[src/rtl/si_fetch_pkg.sv]
// Shared types and constants for the si_fetch instruction fetch unit.
package si_fetch_pkg;

    typedef enum logic [1:0] {
        S_IDLE = 2'd0,
        S_REQ  = 2'd1,
        S_WAIT = 2'd2,
        S_DROP = 2'd3
    } state_t;

    localparam int unsigned PC_INC      = 4;
    localparam int unsigned QUEUE_DEPTH = 2;
    localparam int unsigned CNT_W       = 2;

endpackage

[src/rtl/si_fetch_queue.sv]
// Two-entry registered FIFO of {instruction, pc} between fetch and decode.
// Entry 0 is always the head; a pop shifts entry 1 down.
module si_fetch_queue
    import si_fetch_pkg::*;
#(
    parameter int unsigned INST_DW = 32,
    parameter int unsigned INST_AW = 32
) (
    input  logic               clk,
    input  logic               rst,
    input  logic               push,
    input  logic [INST_DW-1:0] push_inst,
    input  logic [INST_AW-1:0] push_pc,
    input  logic               pop,
    input  logic               flush,
    output logic [CNT_W-1:0]   count,
    output logic               head_valid,
    output logic [INST_DW-1:0] head_inst,
    output logic [INST_AW-1:0] head_pc
);

    logic [INST_DW-1:0] inst0, inst1;
    logic [INST_AW-1:0] pc0, pc1;

    // Flush wins over push/pop: a same-cycle pop is already consumed and a push is dropped.
    always_ff @(posedge clk) begin
        if (rst) begin
            count <= '0;
            inst0 <= '0;
            inst1 <= '0;
            pc0   <= '0;
            pc1   <= '0;
        end else if (flush) begin
            count <= '0;
        end else begin
            unique case ({push, pop})
                2'b10: begin
                    if (count == '0) begin
                        inst0 <= push_inst;
                        pc0   <= push_pc;
                    end else begin
                        inst1 <= push_inst;
                        pc1   <= push_pc;
                    end
                    if (count < CNT_W'(QUEUE_DEPTH))
                        count <= count + 1'b1;
                end
                2'b01: begin
                    inst0 <= inst1;
                    pc0   <= pc1;
                    count <= count - 1'b1;
                end
                2'b11: begin
                    if (count == CNT_W'(1)) begin
                        inst0 <= push_inst;
                        pc0   <= push_pc;
                    end else begin
                        inst0 <= inst1;
                        pc0   <= pc1;
                        inst1 <= push_inst;
                        pc1   <= push_pc;
                    end
                end
                default: ;
            endcase
        end
    end

    assign head_valid = (count != '0);
    assign head_inst  = inst0;
    assign head_pc    = pc0;

endmodule

[src/rtl/si_fetch.sv]
// Instruction fetch unit: PC, single-outstanding imem request FSM, ALU redirect handling.
// Optional SI_FETCH_MISALIGN_CHK_EN adds sticky misalign_o and halts fetch on misaligned redirect.
module si_fetch
    import si_fetch_pkg::*;
#(
    parameter int unsigned         INST_DW  = 32,
    parameter int unsigned         INST_AW  = 32,
    parameter logic [INST_AW-1:0]  PC_START = 32'h8000_0000
) (
    input  logic               clk,
    input  logic               rst,
    output logic               imem_req_valid_o,
    output logic [INST_AW-1:0] imem_req_addr_o,
    input  logic               imem_req_ready_i,
    input  logic               imem_rsp_valid_i,
    input  logic [INST_DW-1:0] imem_rsp_data_i,
    output logic               inst_valid_o,
    output logic [INST_DW-1:0] inst_o,
    output logic [INST_AW-1:0] inst_pc_o,
    input  logic               inst_ready_i,
    input  logic               control_en_i,
    input  logic [INST_AW-1:0] control_pc_i
`ifdef SI_FETCH_MISALIGN_CHK_EN
    ,
    output logic               misalign_o
`endif
);

    state_t             state, state_next;
    logic [INST_AW-1:0] pc, pc_next;
    logic [INST_AW-1:0] req_pc, req_pc_next;
    logic [CNT_W-1:0]   q_count;
    logic               q_push, q_pop, q_flush;
    logic               accept;
    logic               halt;

`ifdef SI_FETCH_MISALIGN_CHK_EN
    logic misalign_q;

    always_ff @(posedge clk) begin
        if (rst)
            misalign_q <= 1'b0;
        else if (control_en_i && (control_pc_i[1:0] != 2'b00))
            misalign_q <= 1'b1;
    end

    assign misalign_o = misalign_q;
    assign halt       = misalign_q;
`else
    logic unused_pc_lsb;
    assign unused_pc_lsb = ^control_pc_i[1:0];
    assign halt          = 1'b0;
`endif

    assign imem_req_valid_o = (state == S_REQ) && (q_count < CNT_W'(QUEUE_DEPTH)) && !halt;
    assign imem_req_addr_o  = pc;
    assign accept           = imem_req_valid_o && imem_req_ready_i;
    assign q_pop            = inst_valid_o && inst_ready_i;

    always_ff @(posedge clk) begin
        if (rst) begin
            state  <= S_IDLE;
            pc     <= PC_START;
            req_pc <= PC_START;
        end else begin
            state  <= state_next;
            pc     <= pc_next;
            req_pc <= req_pc_next;
        end
    end

    always_comb begin
        state_next  = state;
        pc_next     = pc;
        req_pc_next = req_pc;
        q_push      = 1'b0;
        q_flush     = 1'b0;

        unique case (state)
            S_IDLE: state_next = S_REQ;
            S_REQ: begin
                if (accept) begin
                    pc_next     = pc + INST_AW'(PC_INC);
                    req_pc_next = pc;
                    state_next  = S_WAIT;
                end
            end
            S_WAIT: begin
                if (imem_rsp_valid_i) begin
                    q_push     = 1'b1;
                    state_next = S_REQ;
                end
            end
            S_DROP: begin
                if (imem_rsp_valid_i)
                    state_next = S_REQ;
            end
            default: state_next = S_IDLE;
        endcase

        // Redirect overrides the normal step: any in-flight request now belongs to the squashed path.
        if (control_en_i) begin
            q_flush = 1'b1;
            q_push  = 1'b0;
            pc_next = {control_pc_i[INST_AW-1:2], 2'b00};
            unique case (state)
                S_REQ:   state_next = accept ? S_DROP : S_REQ;
                S_WAIT:  state_next = imem_rsp_valid_i ? S_REQ : S_DROP;
                S_DROP:  state_next = imem_rsp_valid_i ? S_REQ : S_DROP;
                default: state_next = S_REQ;
            endcase
        end
    end

    si_fetch_queue #(
        .INST_DW (INST_DW),
        .INST_AW (INST_AW)
    ) u_queue (
        .clk        (clk),
        .rst        (rst),
        .push       (q_push),
        .push_inst  (imem_rsp_data_i),
        .push_pc    (req_pc),
        .pop        (q_pop),
        .flush      (q_flush),
        .count      (q_count),
        .head_valid (inst_valid_o),
        .head_inst  (inst_o),
        .head_pc    (inst_pc_o)
    );

endmodule

[config.mk]
export PLATFORM = sky130hd
export DESIGN_NAME = si_fetch
export DESIGN_NICKNAME = d
export VERILOG_FILES = /design/src/rtl/si_fetch_pkg.sv /design/src/rtl/si_fetch_queue.sv /design/src/rtl/si_fetch.sv
export SDC_FILE = /design/constraint.sdc
export NUM_CORES = 1
export LEC_CHECK = 0
export CELL_PAD_IN_SITES_DETAIL_PLACEMENT = 0
export CELL_PAD_IN_SITES_GLOBAL_PLACEMENT = 1
export CORE_MARGIN = 5
export CORE_UTILIZATION = 42
export CTS_BUF_LIST = sky130_fd_sc_hd__clkbuf_8
export CTS_CLUSTER_DIAMETER = 200
export DETAILED_ROUTE_END_ITERATION = 8
export GPL_TIMING_DRIVEN = 0
export PLACE_DENSITY = 0.92
export SYNTH_ARGS = -nofsm -noshare
export SYNTH_HDL_FRONTEND = slang
export SYNTH_SLANG_ARGS = --single-unit
[constraint.sdc]
create_clock -name clk -period 3.85 [get_ports clk]
set_input_delay 1.155 -clock clk [delete_from_list [all_inputs] [get_ports clk]]
set_output_delay 1.155 -clock clk [all_outputs]
set_load 0.005 [all_outputs]
==> impl_metrics.env, run 1 <==
export IMPL_status="complete, no violations"
export IMPL_hold_class="reg -> reg"
export IMPL_cellPowerDensity_mw_per_mm2=368
export IMPL_synthAdderAreaFrac=0.00476
export IMPL_synthArstFlopShare=0
export IMPL_grt_pass1_vias=6733
export IMPL_hpwl_um=16000
export IMPL_wl_per_cell_um=16.0
export IMPL_crit_chain="clkdlybuf4s50_1 -> nor4bb_1 -> clkbuf_1 -> nand2_1 -> o21ai_2 -> buf_2 -> buf_2 -> a211oi_1"
export IMPL_cp_slowest_cell="clkdlybuf4s50_1"
export IMPL_crit_type="in -> reg"
export IMPL_synth_avg_cell_area_um2=8.55
export IMPL_gr_usage_all_layers=0.200
export IMPL_viasPerCell=5.14
export IMPL_synth_seq_cells=188
export IMPL_netlist_area_mm2=0.00788
export IMPL_final_layout_size_suffix_gt1_frac=0.0762
export IMPL_hold_violations=0
export IMPL_nFillCells=1763
export IMPL_synth_cell_types=43
export IMPL_finalMaxSlewViolations=0
export IMPL_setup_violations_final=0
export IMPL_layout_commonest_cell="nand2_1"
export IMPL_place_ws_ps=389
export IMPL_synth_compound_area_frac=0.153
export IMPL_cts_root_buf="clkbuf_8"
export IMPL_top_layer="met4"
export IMPL_crit_path_end_kind="register"
export IMPL_cts_sinks=188
export IMPL_post_route_min_period_ps=2980
export IMPL_synthFlopType="dfxtp_1"
export IMPL_crit_arrival_ps=3300
export IMPL_p_leak_nw=3.24
export IMPL_cts_htree_levels=4
export IMPL_fin_nets=1177
export IMPL_wl_um=21600
export IMPL_cts_made_buffers=17
export IMPL_drtPass1Iterations=4
export IMPL_port_buffers=160
export IMPL_die_width_um=147
export IMPL_drtIter0Drc=294
export IMPL_final_core_util=0.549
export IMPL_final_cell_mix="nand2_1 (206), dfxtp_1 (188), clkdlybuf4s50_1 (160), a21oi_1 (107), nor2_1 (88)"
export IMPL_synthMuxAreaShare=0.0813
export IMPL_wl_met1_um=10400
export IMPL_yosys_warnings=0
export IMPL_grt_pass1_wl_um=35000
export IMPL_cts_hold_buf=0
export IMPL_finalCritPeriodShare=0.775
export IMPL_start_util=0.424
export IMPL_clkLatencyLatePin_ps=470
export IMPL_drcViolationCount=0
export IMPL_crit_path_max_fanout=10
export IMPL_die_area_mm2=0.0216
export IMPL_ys_seq_area_frac=0.478
export IMPL_grt_max_degree=17
export IMPL_crit_top_cell="buf_2"
export IMPL_synth_top_area_frac=0.478
export IMPL_clk_path_buf_depth=2
export IMPL_area_delta_synth_final_pct=29.4
export IMPL_synth_area_leaders="dfxtp_1 (48%), nand2_1 (9.8%), mux2i_1 (8.1%), a211oi_1 (7.2%), a21oi_1 (6.8%)"
export IMPL_yosysTopAreaCell="dfxtp_1"
export IMPL_peakVddDrop_uv=236
export IMPL_rsz0062_at_grt="false"
export IMPL_tns_ps=0
export IMPL_cts_resized=0
export IMPL_die_h_um=147
export IMPL_worstPathRequired_ps=4170
export IMPL_clk_pin_slew_worst_paths_ps=80
export IMPL_fmax_ghz=0.335
export IMPL_diodes=0
export IMPL_wl_met2_um=9410
export IMPL_timing_final_ws_setup_ps=865
export IMPL_vias=6929
export IMPL_wl_met3_um=1530
export IMPL_synth_simple_gate_area_frac=0.205
export IMPL_core_mm2=0.0186
export IMPL_netlist_instances=922
export IMPL_cts_setup_buffers=0
export IMPL_overflow=0
export IMPL_synth_top_family_by_area="simple AND/OR/NAND/NOR gates"
export IMPL_max_cap_violations=0
export IMPL_fin_skew_ps=15.7
export IMPL_startpoint_type="primary input"
export IMPL_worstMarginPinSlew_ps=725
export IMPL_io_pins=168
export IMPL_max_slew_margin_rel=0.517
export IMPL_cts_tree="done"
export IMPL_synthXorXnorAreaFrac=0.0267
export IMPL_cpPeakStageDelay_ps=540
export IMPL_fp_row_count=50
export IMPL_antenna_found_initial=0
export IMPL_synth_edf_count=0
export IMPL_postRouteAntennaNets=0
export IMPL_gp_congestion=0.873
worst max-delay path, delay by kind of cell:
family	cells	cell delay (ps)
AOI/OAI and AO/OA	2	250
buffers and inverters	4	1480
and+or+nand+nor	2	420
flip-flops by register name, indices dropped and copies added, names as in the netlist:
| signal | count |
|---|---|
| u_queue.pc1 | 30 |
| u_queue.head_inst | 32 |
| imem_req_addr_o | 30 |
| u_queue.head_pc | 30 |
| state | 2 |
| u_queue.count | 2 |
| req_pc | 30 |
| u_queue.inst1 | 32 |
metrics by stage:
step | instances | power [W] | cell area (µm²) | hold slack [ps]
2_1_floorplan | 925 | 0.00223 | 7890 | 436
3_3_place_gp | 1319 | 0.00243 | 9790 | 441
3_5_place_dp | 1319 | 0.00243 | 9790 | 446
4_1_cts | 1349 | 0.00377 | 10200 | 459
5_1_grt | 1349 | 0.00390 | 10200 | 478
6_report | 1349 | 0.00375 | 10200 | 458
synthesized netlist by cell type, drive strengths merged, types with 3 or more instances:
cell type / instances
mux2i: 64
o21ai: 7
ha: 3
nor4: 10
dfxtp: 188
xnor2: 23
inv: 8
nor3: 8
a211oi: 76
buf: 39
nand2: 208
clkbuf: 39
and4: 5
nor2: 88
nand3: 13
nand4: 6
and3: 4
a311oi: 4
a21oi: 107
or3: 4
power breakdown:
group / internal [W] / switching, W
logic: 0.000185 / 0.000167
clock network: 0.000661 / 0.000698
registers: 0.00199 / 0.0000516
total: 0.00283 / 0.000917
routing by layer:
metal,global-route usage,up-vias
met5,0,-
met4,0.0708,0
met3,0.0537,32
met2,0.309,223
met1,0.271,3165
li1,-,3509
area by class of cell:
class | instances | area, µm² | share of cell area
Sequential cell | 188 | 3760 | 0.369
Clock inverter | 8 | 108 | 0.0106
Multi-Input combinational cell | 651 | 3730 | 0.365
Inverter | 8 | 30.0 | 0.00294
Timing Repair Buffer | 160 | 1600 | 0.157
Clock buffer | 22 | 303 | 0.0297
Buffer | 78 | 373 | 0.0366
Tap cell | 234 | 293 | 0.0287
path summary, 6_finish.rpt:
check,from,to,depth (start not counted),slack (ps)
max reg2reg,u_queue.count[1],u_queue.head_pc[20],8,1680
min reg2reg,u_queue.pc1[4],u_queue.pc1[4],2,460
max,control_en_i,u_queue.head_inst[28],8,870
min,u_queue.pc1[4],u_queue.pc1[4],2,460
cells by family (layout without fill, tap and decap cells):
| group | Yosys count | count (layout) |
|---|---|---|
| DFF | 188 | 188 |
| AOI/OAI and AO/OA | 198 | 198 |
| xor gates and xnor gates | 24 | 24 |
| adders and majority gates | 3 | 3 |
| muxes | 64 | 64 |
| other | 1 | 4 |
| buffers and inverters | 86 | 276 |
| and+or+nand+nor | 358 | 358 |
Power figures use the tool's default switching activity.
==> run 2: changes to the inputs <==
CORE_UTILIZATION = 35   (was 42)
PLACE_DENSITY = 0.83   (was 0.92)
clock period = 2.4 ns   (was 3.85 ns; I/O delays follow)
==> impl_metrics.env, run 2 (synthesis gave the netlist of run 1 again) <==
export IMPL_hold_end="u_queue.inst1[7]"
export IMPL_fmax_ghz=0.428
export IMPL_core_mm2=0.0224
export IMPL_dp_cells=1370
export IMPL_gp_congestion=0.815
export IMPL_die_area_mm2=0.0256
export IMPL_peakVddDrop_uv=296
export IMPL_max_cap_violations=0
export IMPL_die_h_um=160
export IMPL_cts_sinks=188
export IMPL_vias=6914
export IMPL_wl_per_cell_um=15.9
export IMPL_hp_start="u_queue.inst1[7]"
export IMPL_fp_row_count=55
export IMPL_grt_max_degree=19
export IMPL_gr_usage_all_layers=0.172
export IMPL_r2r_slack_ps=300
export IMPL_crit_arrival_ps=1620
export IMPL_clk_path_buf_depth=2
export IMPL_drtPass1Iterations=5
export IMPL_fin_skew_ps=20.1
export IMPL_start_util=0.351
export IMPL_cts_made_buffers=17
export IMPL_antenna_found_initial=0
export IMPL_crit_path_end_kind="primary output"
export IMPL_status="complete, no violations"
export IMPL_final_core_util=0.459
export IMPL_layout_commonest_cell="nand2_1"
export IMPL_wl_um=22300
export IMPL_fin_cells=1402
export IMPL_fin_nets=1177
export IMPL_reg2reg_from="u_queue.count[1]"
export IMPL_worstPathRequired_ps=1680
export IMPL_cts_resized=4
export IMPL_r2r_end="u_queue.head_pc[7]"
export IMPL_overflow=0
export IMPL_final_layout_size_suffix_gt1_frac=0.0842
export IMPL_postRouteAntennaNets=0
export IMPL_die_width_um=160
export IMPL_r2r_cells=8
export IMPL_p_leak_nw=3.28
export IMPL_drtIter0Drc=389
export IMPL_hold_class="reg -> reg"
export IMPL_diodes=0
export IMPL_cts_hold_buf=0
export IMPL_grt_pass1_vias=6658
export IMPL_port_buffers=160
export IMPL_max_slew_margin_rel=0.526
export IMPL_finalCritPeriodShare=0.974
export IMPL_hold_violations=0
export IMPL_cts_tree="done"
export IMPL_cellPowerDensity_mw_per_mm2=588
export IMPL_setup_violations_final=0
export IMPL_cp_startpoint="state[1]"
export IMPL_hold_path_depth=2
export IMPL_area_delta_synth_final_pct=30.8
export IMPL_viasPerCell=4.93
export IMPL_placed_area_mm2=0.00985
export IMPL_final_cell_mix="nand2_1 (206), dfxtp_1 (185), clkdlybuf4s50_1 (158), a21oi_1 (107), nor2_1 (88)"
export IMPL_cts_htree_levels=4
export IMPL_clk_pin_slew_worst_paths_ps=90
export IMPL_post_route_min_period_ps=2340
export IMPL_worstMarginPinSlew_ps=711
export IMPL_crit_path_max_fanout=5
export IMPL_cts_root_buf="clkbuf_8"
export IMPL_hpwl_um=16700
export IMPL_grt_pass1_wl_um=35800
export IMPL_clkLatencyLatePin_ps=470
export IMPL_finalMaxSlewViolations=0
export IMPL_drcViolationCount=0
export IMPL_io_pins=168
export IMPL_rsz0062_at_grt="false"
export IMPL_cts_setup_buffers=0
export IMPL_startpoint_type="register"
export IMPL_design_area_mm2=0.0103
export IMPL_crit_type="reg -> out"
-- run 2: changes by cell type in the layout (fill, tap and decap cells not counted), moves of 3 or more --
cell / delta
clkinv_4: +5
clkbuf_8: -4
clkinvlp_4: -4
dfxtp_1: -3
dfxtp_2: +3
inv_8: +3
-- run 2: area by class of cell --
| cell class | instances | area (µm²) |
|---|---|---|
| multi-input cells | 651 | 3740 |
| well taps | 285 | 357 |
| plain buffers | 78 | 384 |
| flip-flops and latches | 188 | 3770 |
| clock inverters | 14 | 173 |
| inverters | 8 | 30.0 |
| repair buffers | 160 | 1600 |
| clock buffers | 18 | 248 |
| fillers | 2228 | 12100 |
-- run 2: worst max path at each step --
stage	end	slack (ps)	cells past startpoint
5_1_grt	imem_req_valid_o	0.4	2
6_report	imem_req_valid_o	60	2
4_1_cts	u_queue.head_inst[16]	0.7	8
2_1_floorplan	u_queue.head_inst[21]	410	7
3_5_place_dp	u_queue.head_inst[24]	-600	8
3_3_place_gp	u_queue.head_inst[23]	-580	8
-- run 2: worst max-delay path: stages, from the launching register on --
cell	delay (ps)
dfxtp_1	380
nor3b_4	250
clkdlybuf4s50_1	540
-- run 2: power breakdown --
group	internal [W]	switching, W	total (W)
Combinational	0.000300	0.000267	0.000567
Clock	0.000997	0.00122	0.00222
Sequential	0.00319	0.0000869	0.00328
Total	0.00449	0.00158	0.00606
-- run 2: routing by layer --
metal	GRT usage	share of wire	vias to the layer above
met5	0	0	-
met4	0.0383	0.0094	0
met3	0.0423	0.059	16
met2	0.271	0.44	189
met1	0.239	0.49	3192
li1	-	-	3517
-- run 2: per-stage QoR --
step	total power, W	setup TNS, ps	setup WS [ps]	hold slack, ps
3_3_place_gp	0.00391	-72990	-579	441
4_1_cts	0.00611	0	0.691	460
3_5_place_dp	0.00391	-74750	-600	447
5_1_grt	0.00631	0	0.433	472
2_1_floorplan	0.00357	0	407	436
6_report	0.00606	0	62.6	456
